==> src/rtl/wm_cycle_controller.sv <==
// Washing-machine cycle sequencer: fetches a preset from the bank, then steps
// FILL/WASH/DRAIN/RINSE/SPIN with tick-based timing, pause and abort handling.
module wm_cycle_controller #(
  parameter int TICK_DIV    = 4,
  parameter int DRAIN_TICKS = 2
) (
  input  logic       clk,
  input  logic       rst,
  input  logic       start,
  input  logic [1:0] mode,
  input  logic       pause,
  input  logic       abort,
  output logic       cfg_read,
  output logic [1:0] cfg_sel,
  input  logic [4:0] cfg_wash,
  input  logic [4:0] cfg_rinse,
  input  logic [4:0] cfg_spin,
  input  logic [4:0] cfg_cloth,
  output logic       valve_in,
  output logic       drain_valve,
  output logic [1:0] motor_speed,
  output logic       door_lock,
  output logic       busy,
  output logic [3:0] phase,
  output logic [4:0] remaining,
  output logic       done,
  output logic       aborted
);

  typedef enum logic [3:0] {
    S_IDLE    = 4'd0,
    S_FETCH   = 4'd1,
    S_CAPTURE = 4'd2,
    S_FILL    = 4'd3,
    S_WASH    = 4'd4,
    S_DRAIN   = 4'd5,
    S_RINSE   = 4'd6,
    S_SPIN    = 4'd7,
    S_DONE    = 4'd8
  } state_t;

  localparam logic [7:0] TICK_LAST = 8'(TICK_DIV - 1);
  localparam logic [4:0] DRAIN_LEN = 5'(DRAIN_TICKS);

  state_t     state_q, state_n;
  logic [7:0] tick_q, tick_n;
  logic [4:0] rem_q, rem_n;
  logic [4:0] wash_q, rinse_q, spin_q;
  logic [1:0] mode_q, mode_n;
  logic       flag_q, flag_n;
  logic       capture_en;
  logic       advance;

  // Next-output decode, registered below so outputs line up with state_q.
  logic       valve_n, drain_n, door_n, busy_n, done_n, aborted_n, read_n;
  logic [1:0] motor_n, sel_n;
  logic       timed_n, hold_n;

  always_ff @(posedge clk) begin
    if (rst) begin
      state_q <= S_IDLE;
      tick_q  <= '0;
      rem_q   <= '0;
      wash_q  <= '0;
      rinse_q <= '0;
      spin_q  <= '0;
      mode_q  <= '0;
      flag_q  <= 1'b0;
    end else begin
      state_q <= state_n;
      tick_q  <= tick_n;
      rem_q   <= rem_n;
      mode_q  <= mode_n;
      flag_q  <= flag_n;
      if (capture_en) begin
        wash_q  <= cfg_wash;
        rinse_q <= cfg_rinse;
        spin_q  <= cfg_spin;
      end
    end
  end

  always_comb begin
    state_n    = state_q;
    tick_n     = tick_q;
    rem_n      = rem_q;
    mode_n     = mode_q;
    flag_n     = flag_q;
    capture_en = 1'b0;
    advance    = 1'b0;
    case (state_q)
      S_IDLE: begin
        if (start) begin
          state_n = S_FETCH;
          mode_n  = mode;
          flag_n  = 1'b0;
        end
      end
      S_FETCH: state_n = abort ? S_IDLE : S_CAPTURE;
      S_CAPTURE: begin
        if (abort) begin
          state_n = S_IDLE;
        end else begin
          state_n    = S_FILL;
          rem_n      = cfg_cloth;
          tick_n     = '0;
          capture_en = 1'b1;
        end
      end
      S_DONE: begin
        state_n = S_IDLE;
        flag_n  = 1'b0;
        rem_n   = '0;
      end
      default: begin
        // Timed phases. Abort outside DRAIN restarts a fresh DRAIN at once.
        if (abort && state_q != S_DRAIN) begin
          state_n = S_DRAIN;
          rem_n   = DRAIN_LEN;
          tick_n  = '0;
          flag_n  = 1'b1;
        end else begin
          if (abort) flag_n = 1'b1;
          if (rem_q == 5'd0) begin
            advance = 1'b1;
          end else if (!pause) begin
            if (tick_q == TICK_LAST) begin
              tick_n = '0;
              rem_n  = 5'(rem_q - 5'd1);
              if (rem_q == 5'd1) advance = 1'b1;
            end else begin
              tick_n = 8'(tick_q + 8'd1);
            end
          end
          if (advance) begin
            tick_n = '0;
            case (state_q)
              S_FILL: begin
                state_n = S_WASH;
                rem_n   = wash_q;
              end
              S_WASH: begin
                state_n = S_DRAIN;
                rem_n   = DRAIN_LEN;
              end
              S_DRAIN: begin
                state_n = flag_n ? S_DONE : S_RINSE;
                rem_n   = flag_n ? 5'd0 : rinse_q;
              end
              S_RINSE: begin
                state_n = S_SPIN;
                rem_n   = spin_q;
              end
              default: begin
                state_n = S_DONE;
                rem_n   = '0;
              end
            endcase
          end
        end
      end
    endcase
  end

  always_comb begin
    timed_n   = (state_n >= S_FILL) && (state_n <= S_SPIN);
    hold_n    = pause && timed_n;
    valve_n   = (state_n == S_FILL) && !hold_n;
    drain_n   = ((state_n == S_DRAIN) || (state_n == S_SPIN)) && !hold_n;
    motor_n   = 2'd0;
    if (!hold_n) begin
      if (state_n == S_WASH || state_n == S_RINSE) motor_n = 2'd1;
      else if (state_n == S_SPIN)                  motor_n = 2'd3;
    end
    door_n    = timed_n;
    busy_n    = (state_n != S_IDLE);
    done_n    = (state_n == S_DONE);
    aborted_n = (state_n == S_DONE) && flag_n;
    read_n    = (state_n == S_FETCH);
    sel_n     = (state_n == S_FETCH) ? mode_n : 2'd0;
  end

  always_ff @(posedge clk) begin
    if (rst) begin
      valve_in    <= 1'b0;
      drain_valve <= 1'b0;
      motor_speed <= 2'd0;
      door_lock   <= 1'b0;
      busy        <= 1'b0;
      done        <= 1'b0;
      aborted     <= 1'b0;
      cfg_read    <= 1'b0;
      cfg_sel     <= 2'd0;
    end else begin
      valve_in    <= valve_n;
      drain_valve <= drain_n;
      motor_speed <= motor_n;
      door_lock   <= door_n;
      busy        <= busy_n;
      done        <= done_n;
      aborted     <= aborted_n;
      cfg_read    <= read_n;
      cfg_sel     <= sel_n;
    end
  end

  // phase doubles as the debug view of the FSM state.
  assign phase     = state_q;
  assign remaining = rem_q;

endmodule
==> config.mk <==
export PLATFORM = sky130hd
export DESIGN_NAME = wm_cycle_controller
export DESIGN_NICKNAME = d
export VERILOG_FILES = /design/src/rtl/wm_cycle_controller.sv
export SDC_FILE = /design/constraint.sdc
export NUM_CORES = 1
export LEC_CHECK = 0
export CAP_MARGIN = 15
export CORE_AREA = 5 5 83 85
export DETAILED_ROUTE_END_ITERATION = 8
export DIE_AREA = 0 0 88 90
export PLACE_DENSITY_LB_ADDON = 0.1
export SYNTH_ARGS = -nofsm -noshare
export SYNTH_HDL_FRONTEND = slang
export SYNTH_SLANG_ARGS = --single-unit
==> constraint.sdc <==
create_clock -name clk -period 2.75 [get_ports clk]
set_clock_uncertainty 0.2 [all_clocks]
set_input_delay 0.825 -clock clk [delete_from_list [all_inputs] [get_ports clk]]
set_output_delay 0.825 -clock clk [all_outputs]
set_load 0.03 [all_outputs]
==> results of run 1 <==
-- synthesized netlist by cell type (2+ instances only) --
| master | instances |
|---|---|
| nand2_1 | 49 |
| dfxtp_1 | 46 |
| nor2_1 | 31 |
| a21oi_1 | 22 |
| nand3_1 | 10 |
| o21ai_0 | 9 |
| clkbuf_1 | 8 |
| xor2_1 | 8 |
| inv_1 | 7 |
| nor3_1 | 7 |
| buf_2 | 6 |
| nand2b_1 | 6 |
| a211oi_1 | 5 |
| a22oi_1 | 5 |
| nor2b_1 | 5 |
| a211o_1 | 4 |
| a32oi_1 | 4 |
| ha_1 | 4 |
| a21o_1 | 3 |
| o2111ai_1 | 3 |
| o21ai_1 | 3 |
| a21boi_0 | 2 |
| a311oi_1 | 2 |
| and2_1 | 2 |
| and3_1 | 2 |
| mux2i_1 | 2 |
| nor4_1 | 2 |
| nor4bb_1 | 2 |
| o211ai_1 | 2 |
| o2bb2ai_1 | 2 |
| or3_1 | 2 |
| xnor2_1 | 2 |
-- final cells by class --
cell class	instances	area, µm²	share of cell area (%)
Multi-Input combinational cell	221	1343	41.03
Clock buffer	6	82.58	2.524
Inverter	7	26.28	0.8031
Timing Repair Buffer	82	742.0	22.68
Clock inverter	2	60.06	1.836
Sequential cell	46	922.1	28.18
Tap cell	77	96.34	2.945
-- logic make-up after synthesis --
family / count (synthesis)
flip-flops: 46
AO/OA/AOI/OAI: 79
adder cells (fa/ha/maj): 4
multiplexers: 2
AND/OR/NAND/NOR: 126
XOR/XNOR: 10
buffers and inverters: 23
-- where the power goes --
group / total [W] / internal [W] / switching, W
clock: 0.000611 / 0.000387 / 0.000223
combinational: 0.000327 / 0.000161 / 0.000166
sequential: 0.000700 / 0.000684 / 0.0000155
total: 0.00164 / 0.00123 / 0.000405
-- worst register-to-register path, delay by kind of cell (launching register included) --
| kind | cells | cell delay [ns] |
|---|---|---|
| AND/OR/NAND/NOR | 2 | 0.52 |
| buffers and inverters | 2 | 0.31 |
| AO/OA/AOI/OAI | 4 | 0.65 |
| adder cells (fa/ha/maj) | 1 | 0.24 |
| flip-flops | 1 | 0.38 |
-- sequential cells by signal (all words and copies together) (netlist names), 2 cells and up --
name         count
remaining        5
wash_q           5
tick_q           8
mode_q           2
rinse_q          5
motor_speed      2
cfg_sel          2
phase            4
spin_q           5
-- worst max-delay path by stage --
| stage | endpoint | slack, ns | depth (start not counted) |
|---|---|---|---|
| 4_1_cts | phase[1] | 0.001 | 1 |
| 6_report | phase[3] | 0.09 | 1 |
| 3_5_place_dp | busy$_SDFF_PP0_ | -0.45 | 8 |
| 5_1_grt | motor_speed[0]$_SDFF_PP0_ | 0.02 | 8 |
| 3_3_place_gp | busy$_SDFF_PP0_ | -0.36 | 8 |
| 2_1_floorplan | door_lock$_SDFF_PP0_ | 0.19 | 7 |
-- layout by cell type (no fill, tap or decap), drive strengths merged, types with 2 or more instances in the layout --
cell type	instances
nor2	31
o2bb2ai	2
xor2	8
a32oi	5
clkdlybuf4s50	45
and2	2
nand2	49
dfxtp	46
a211oi	5
a21oi	22
a311oi	2
o221ai	2
a21boi	2
xnor2	2
a31oi	2
a22oi	5
mux2i	2
clkbuf	6
buf	36
and3	2
nor4	3
nand2b	6
nand3	10
o2111ai	3
a211o	4
o211ai	2
nor2b	5
a21o	3
nor3	8
nor4bb	2
ha	4
o21ai	12
inv	7
bufinv	2
or3	2
-- layer usage --
metal | global-route usage (%) | routed length (µm)
met5 | 0 | 0
met3 | 3.839 | 289
met2 | 24.87 | 2930
met1 | 21.07 | 2825
met4 | 4.476 | 34
-- repair_timing --
action / 4_1_cts / 5_1_grt
buffers inserted: 2 / 0
pin swaps: 1 / 1
endpoints found under the setup margin: 16 / 5
gates resized for setup: 3 / 2
-- per-stage QoR --
step	util, %	setup TNS (ns)	setup WS (ns)	instances	power (W)
CTS	53.23	0	0.001031	441	0.001665
global placement	50.68	-6.730	-0.3639	431	0.001038
detailed placement	50.68	-7.726	-0.4464	431	0.001039
global route	53.36	0	0.01664	441	0.001724
finish	53.36	0	0.09044	441	0.001637
floorplan	-	0	0.1913	290	0.0008955
==> run summary, run 1 <==
Fillers -> 610
gp weighted congestion -> 0.8173
drt via density -> 5.236
worst skew pair latency -> 0.29 ns
# hold bufs at CTS -> 0
mux cell area share after synthesis -> 0.8511%
r2r setup slk -> 0.34 ns
max_cap viols -> 0
vias in the first global route -> 2185
WP data required -> 1.73 ns
# DRC -> 0
Tmin final -> 2.660 ns
final hold vios -> 0
Syn Inst Count -> 290
Tcrit/Tclk final -> 96.71%
Final nets -> 394
synthesized cell area -> 2352 µm²
Port Buf Inserts -> 46
total track usage -> 15.74%
largest family of logic cells by synthesized area -> simple AND/OR/NAND/NOR gates
CP arrival -> 1.63 ns
cell family with most CP delay -> buffers and inverters
Peak VDD IR -> 0.3287 mV
Power Dens Cells -> 500.4 nW/µm²
Least-Margin Pin Slew -> 0.4298 ns
CP max-delay cell -> clkdlybuf4s50_1
Worst Hold Class -> reg -> reg
Total Die Area -> 7920 µm²
slowest cell delay on critical path -> 0.75 ns
R2R depth -> 9
Layout area overhead -> 39.10%
Synth Area in Adders -> 2.128%
Post-Syn Area per Cell -> 8.111 µm²
Most used DFF post-synth -> dfxtp_1
layout cells sized above 1 -> 14.84%
# IOs -> 47
CTS tree -> yes
Inserted Clock Buffers -> 5
status -> completed
Cells on Worst Hold Path -> 2
post-synth top area share -> 39.15%
Die Span Y -> 90 µm
Simple-Gate Fraction of Synth Area -> 25.90%
combined buffer and inverter count along the critical path -> 1
crit path kind -> reg -> out
Finished Cell Area -> 3272 µm²
first-pass GRT wire length -> 10.16 mm
clk slew on worst S/H paths -> 0.08 ns
DP Wirelength -> 4.545 mm
ANT cells -> 0
worst hold path startpoint -> rinse_q[0]$_SDFFE_PP0P_
CTS H-tree depth -> 2
Hold EP -> rinse_q[0]$_SDFFE_PP0P_
core area -> 6132 µm²
Post-Syn Nets -> 321
crit path from -> phase[3]$_SDFF_PP0_
largest net degree at the start of global routing -> 26
register area share after synthesis -> 39.15%
LEAKAGE -> 1.225 nW
Netlist cell types -> 55
Reg2Reg Launch Point -> tick_q[0]$_SDFFE_PP0P_
Synth area leader -> dfxtp_1
final hold slack -> 0.2573 ns
Startpoint Class -> flip-flop
CP Capture Type -> primary output
Synth Area in XOR/XNOR -> 3.723%
clk buf depth -> 2
Iteration-0 DRC Markers -> 158
WL final -> 6.079 mm
Die W -> 88 µm
Rows -> 29
crit-path max FO -> 11
Compound-Gate Fraction of Synth Area -> 23.94%
unrepaired setup endpoints after global routing -> no
Post-synth EDFFs -> 0
DR vias -> 2309
GRT overflow -> 0
Sinks on Clock Net -> 46
YS warnings -> 0
antenna violations before repair -> 0
Slew Viols, Final -> 0
CP Cell Sequence -> clkdlybuf4s50_1
Routed Antenna Nets -> 0
ys async rst share -> 0%
f_max -> 376.0 MHz
Area contributors post-synth -> dfxtp_1 39%, nand2_1 7.8%, nor2_1 4.9%, a21oi_1 4.7%, xor2_1 3.0%
Root Driver -> clkbuf_8
Starting Density -> 38.36%
Final setup violation count -> 0
routed len/inst -> 13.78 µm
max_slew headroom -> 71.24%
reg2reg end -> remaining[2]$_SDFFE_PP0P_
synthesis-stage register bit count -> 46
DRT Pass-1 Iters -> 4
Placed Area -> 3108 µm²
Note: power is estimated with default switching activity, not from simulation.
==> run 2, diff against run 1 <==
--- a/config.mk
+++ b/config.mk
@@ -9,6 +9,7 @@
 export CORE_AREA = 5 5 83 85
 export DETAILED_ROUTE_END_ITERATION = 8
 export DIE_AREA = 0 0 88 90
+export GPL_TIMING_DRIVEN = 0
 export PLACE_DENSITY_LB_ADDON = 0.1
 export SYNTH_ARGS = -nofsm -noshare
 export SYNTH_HDL_FRONTEND = slang
==> run summary, run 2 (synthesis results as in run 1) <==
Final setup violation count -> 0
Slew Viols, Final -> 0
worst hold path startpoint -> wash_q[2]$_SDFFE_PP0P_
Starting Density -> 38.36%
Die Span Y -> 90 µm
Startpoint Class -> input pin
Reg with most FFs -> tick_q
CP Capture Type -> flip-flop
core area -> 6132 µm²
vias in the first global route -> 2191
DP Wirelength -> 4.583 mm
unrepaired setup endpoints after global routing -> no
f_max -> 387.1 MHz
# hold bufs at CTS -> 0
# DRC -> 0
CTS H-tree depth -> 2
Least-Margin Pin Slew -> 0.7020 ns
gp weighted congestion -> 0.9188
Total Die Area -> 7920 µm²
Cells on Worst Hold Path -> 2
LEAKAGE -> 1.115 nW
Final nets -> 378
Root Driver -> clkbuf_8
most frequent cells in the layout -> 49 x nand2_1, 46 x dfxtp_1, 43 x clkdlybuf4s50_1
r2r setup slk -> 0.27 ns
multi-input logic area -> 1435 µm²
Peak VDD IR -> 0.2362 mV
cell family with most CP delay -> compound AO/OA/AOI/OAI gates
max_cap viols -> 0
layout cells sized above 1 -> 11.24%
Layout area overhead -> 33.83%
total track usage -> 16.38%
Setup TNS -> 0 ns
Die W -> 88 µm
WL final -> 6.342 mm
status -> completed
Fillers -> 600
CP arrival -> 2.55 ns
routed len/inst -> 14.96 µm
WP data required -> 2.72 ns
largest net degree at the start of global routing -> 14
Reg2Reg Launch Point -> tick_q[0]$_SDFFE_PP0P_
most common cell after layout, fill and taps aside -> nand2_1
Tmin final -> 2.583 ns
Sinks on Clock Net -> 46
drt via density -> 5.309
Worst Hold Class -> reg -> reg
antenna violations before repair -> 0
Hold EP -> wash_q[2]$_SDFFE_PP0P_
slowest cell delay on critical path -> 0.30 ns
R2R depth -> 9
Port Buf Inserts -> 45
GRT overflow -> 0
DR vias -> 2251
clk buf depth -> 2
Rows -> 29
Tcrit/Tclk final -> 93.94%
Inserted Clock Buffers -> 5
crit-path max FO -> 10
Routed Antenna Nets -> 0
ANT cells -> 0
first-pass GRT wire length -> 10.47 mm
CTS tree -> yes
combined buffer and inverter count along the critical path -> 3
Power Dens Cells -> 486.6 nW/µm²
clk slew on worst S/H paths -> 0.09 ns
final hold vios -> 0
CP Cell Sequence -> buf_2 -> nor4b_4 -> a31oi_4 -> or2_0 -> buf_6 -> buf_2 -> a211o_1 -> a32oi_1 -> a211oi_1
crit path kind -> in -> reg
CP max-delay cell -> nor4b_4
cell mode on critical path -> buf_2
sequential cell area -> 920.9 µm²
# IOs -> 47
worst skew pair latency -> 0.30 ns
Largest register FFs -> 8
Iteration-0 DRC Markers -> 146
Final Core Density -> 51.34%
max_slew headroom -> 53.03%
reg2reg end -> remaining[3]$_SDFFE_PP0P_
DRT Pass-1 Iters -> 4
-- run 2: changes by cell type in the layout (fill, tap and decap cells not counted), sizes merged --
| cell | previous run | this run |
|---|---|---|
| a32oi | 5 | 6 |
| buf | 36 | 13 |
| bufinv | 2 | 1 |
| clkbuf | 6 | 14 |
| clkdlybuf4s50 | 45 | 43 |
| dlygate4sd2 | 1 | 0 |
| dlymetal6s2s | 0 | 1 |
-- run 2: through the flow --
step,std cells,power [W],hold WS (ns),worst slack [ns],instance area [µm²]
2_1_floorplan,290,0.0008955,0.2312,0.1913,2352
3_3_place_gp,412,0.001007,0.2451,-0.6939,2899
3_5_place_dp,412,0.001007,0.2496,-0.6716,2899
4_1_cts,421,0.001539,0.2619,0.008535,3099
5_1_grt,424,0.001603,0.2775,0.06681,3148
6_report,424,0.001532,0.2595,0.1668,3148
-- run 2: how the worst max path moves through the flow --
stage	start	cells after the start	end
finish	pause	9	remaining[3]$_SDFFE_PP0P_
global route	pause	9	remaining[3]$_SDFFE_PP0P_
CTS	pause	9	remaining[3]$_SDFFE_PP0P_
detailed placement	pause	8	motor_speed[1]$_SDFF_PP0_
global placement	pause	8	motor_speed[1]$_SDFF_PP0_
floorplan	pause	7	door_lock$_SDFF_PP0_
-- run 2: what timing repair did --
| action | CTS | global route |
|---|---|---|
| pin swaps | 4 | 3 |
| resized for setup | 15 | 10 |
| endpoints found under the setup margin | 33 | 29 |
| buffers inserted | 2 | 2 |
| cloned | 0 | 1 |
-- run 2: layout make-up --
cell class	instances	area share [%]
multi-input cells	222	45.59
flip-flops and latches	46	29.25
clock inverters	1	0.9539
inverters	7	0.8347
clock buffers	6	2.623
repair buffers	49	15.18
plain buffers	16	2.504
well taps	77	3.060
-- run 2: metal layers --
metal / wire length [µm] / share of wire [%] / up-vias / track usage (%)
met3: 306 / 4.8 / 9 / 3.748
met4: 105 / 1.7 / 0 / 4.987
met2: 3023 / 48 / 55 / 26.26
met5: 0 / 0 / - / 0
li1: - / - / 1144 / -
met1: 2906 / 46 / 1043 / 21.61
-- run 2: tightest hold or removal path, stage by stage (launching register included) --
cell	delay (ns)
dfxtp_1	0.32
nand2_1	0.05
a21oi_1	0.05
-- run 2: power breakdown --
group / internal [W] / leakage [nW] / total [W] / switching (W)
registers: 0.000684 / 0.372 / 0.000696 / 0.0000122
clock network: 0.000291 / 0.0573 / 0.000516 / 0.000225
logic: 0.000137 / 0.685 / 0.000320 / 0.000183
total: 0.00111 / 1.11 / 0.00153 / 0.000420
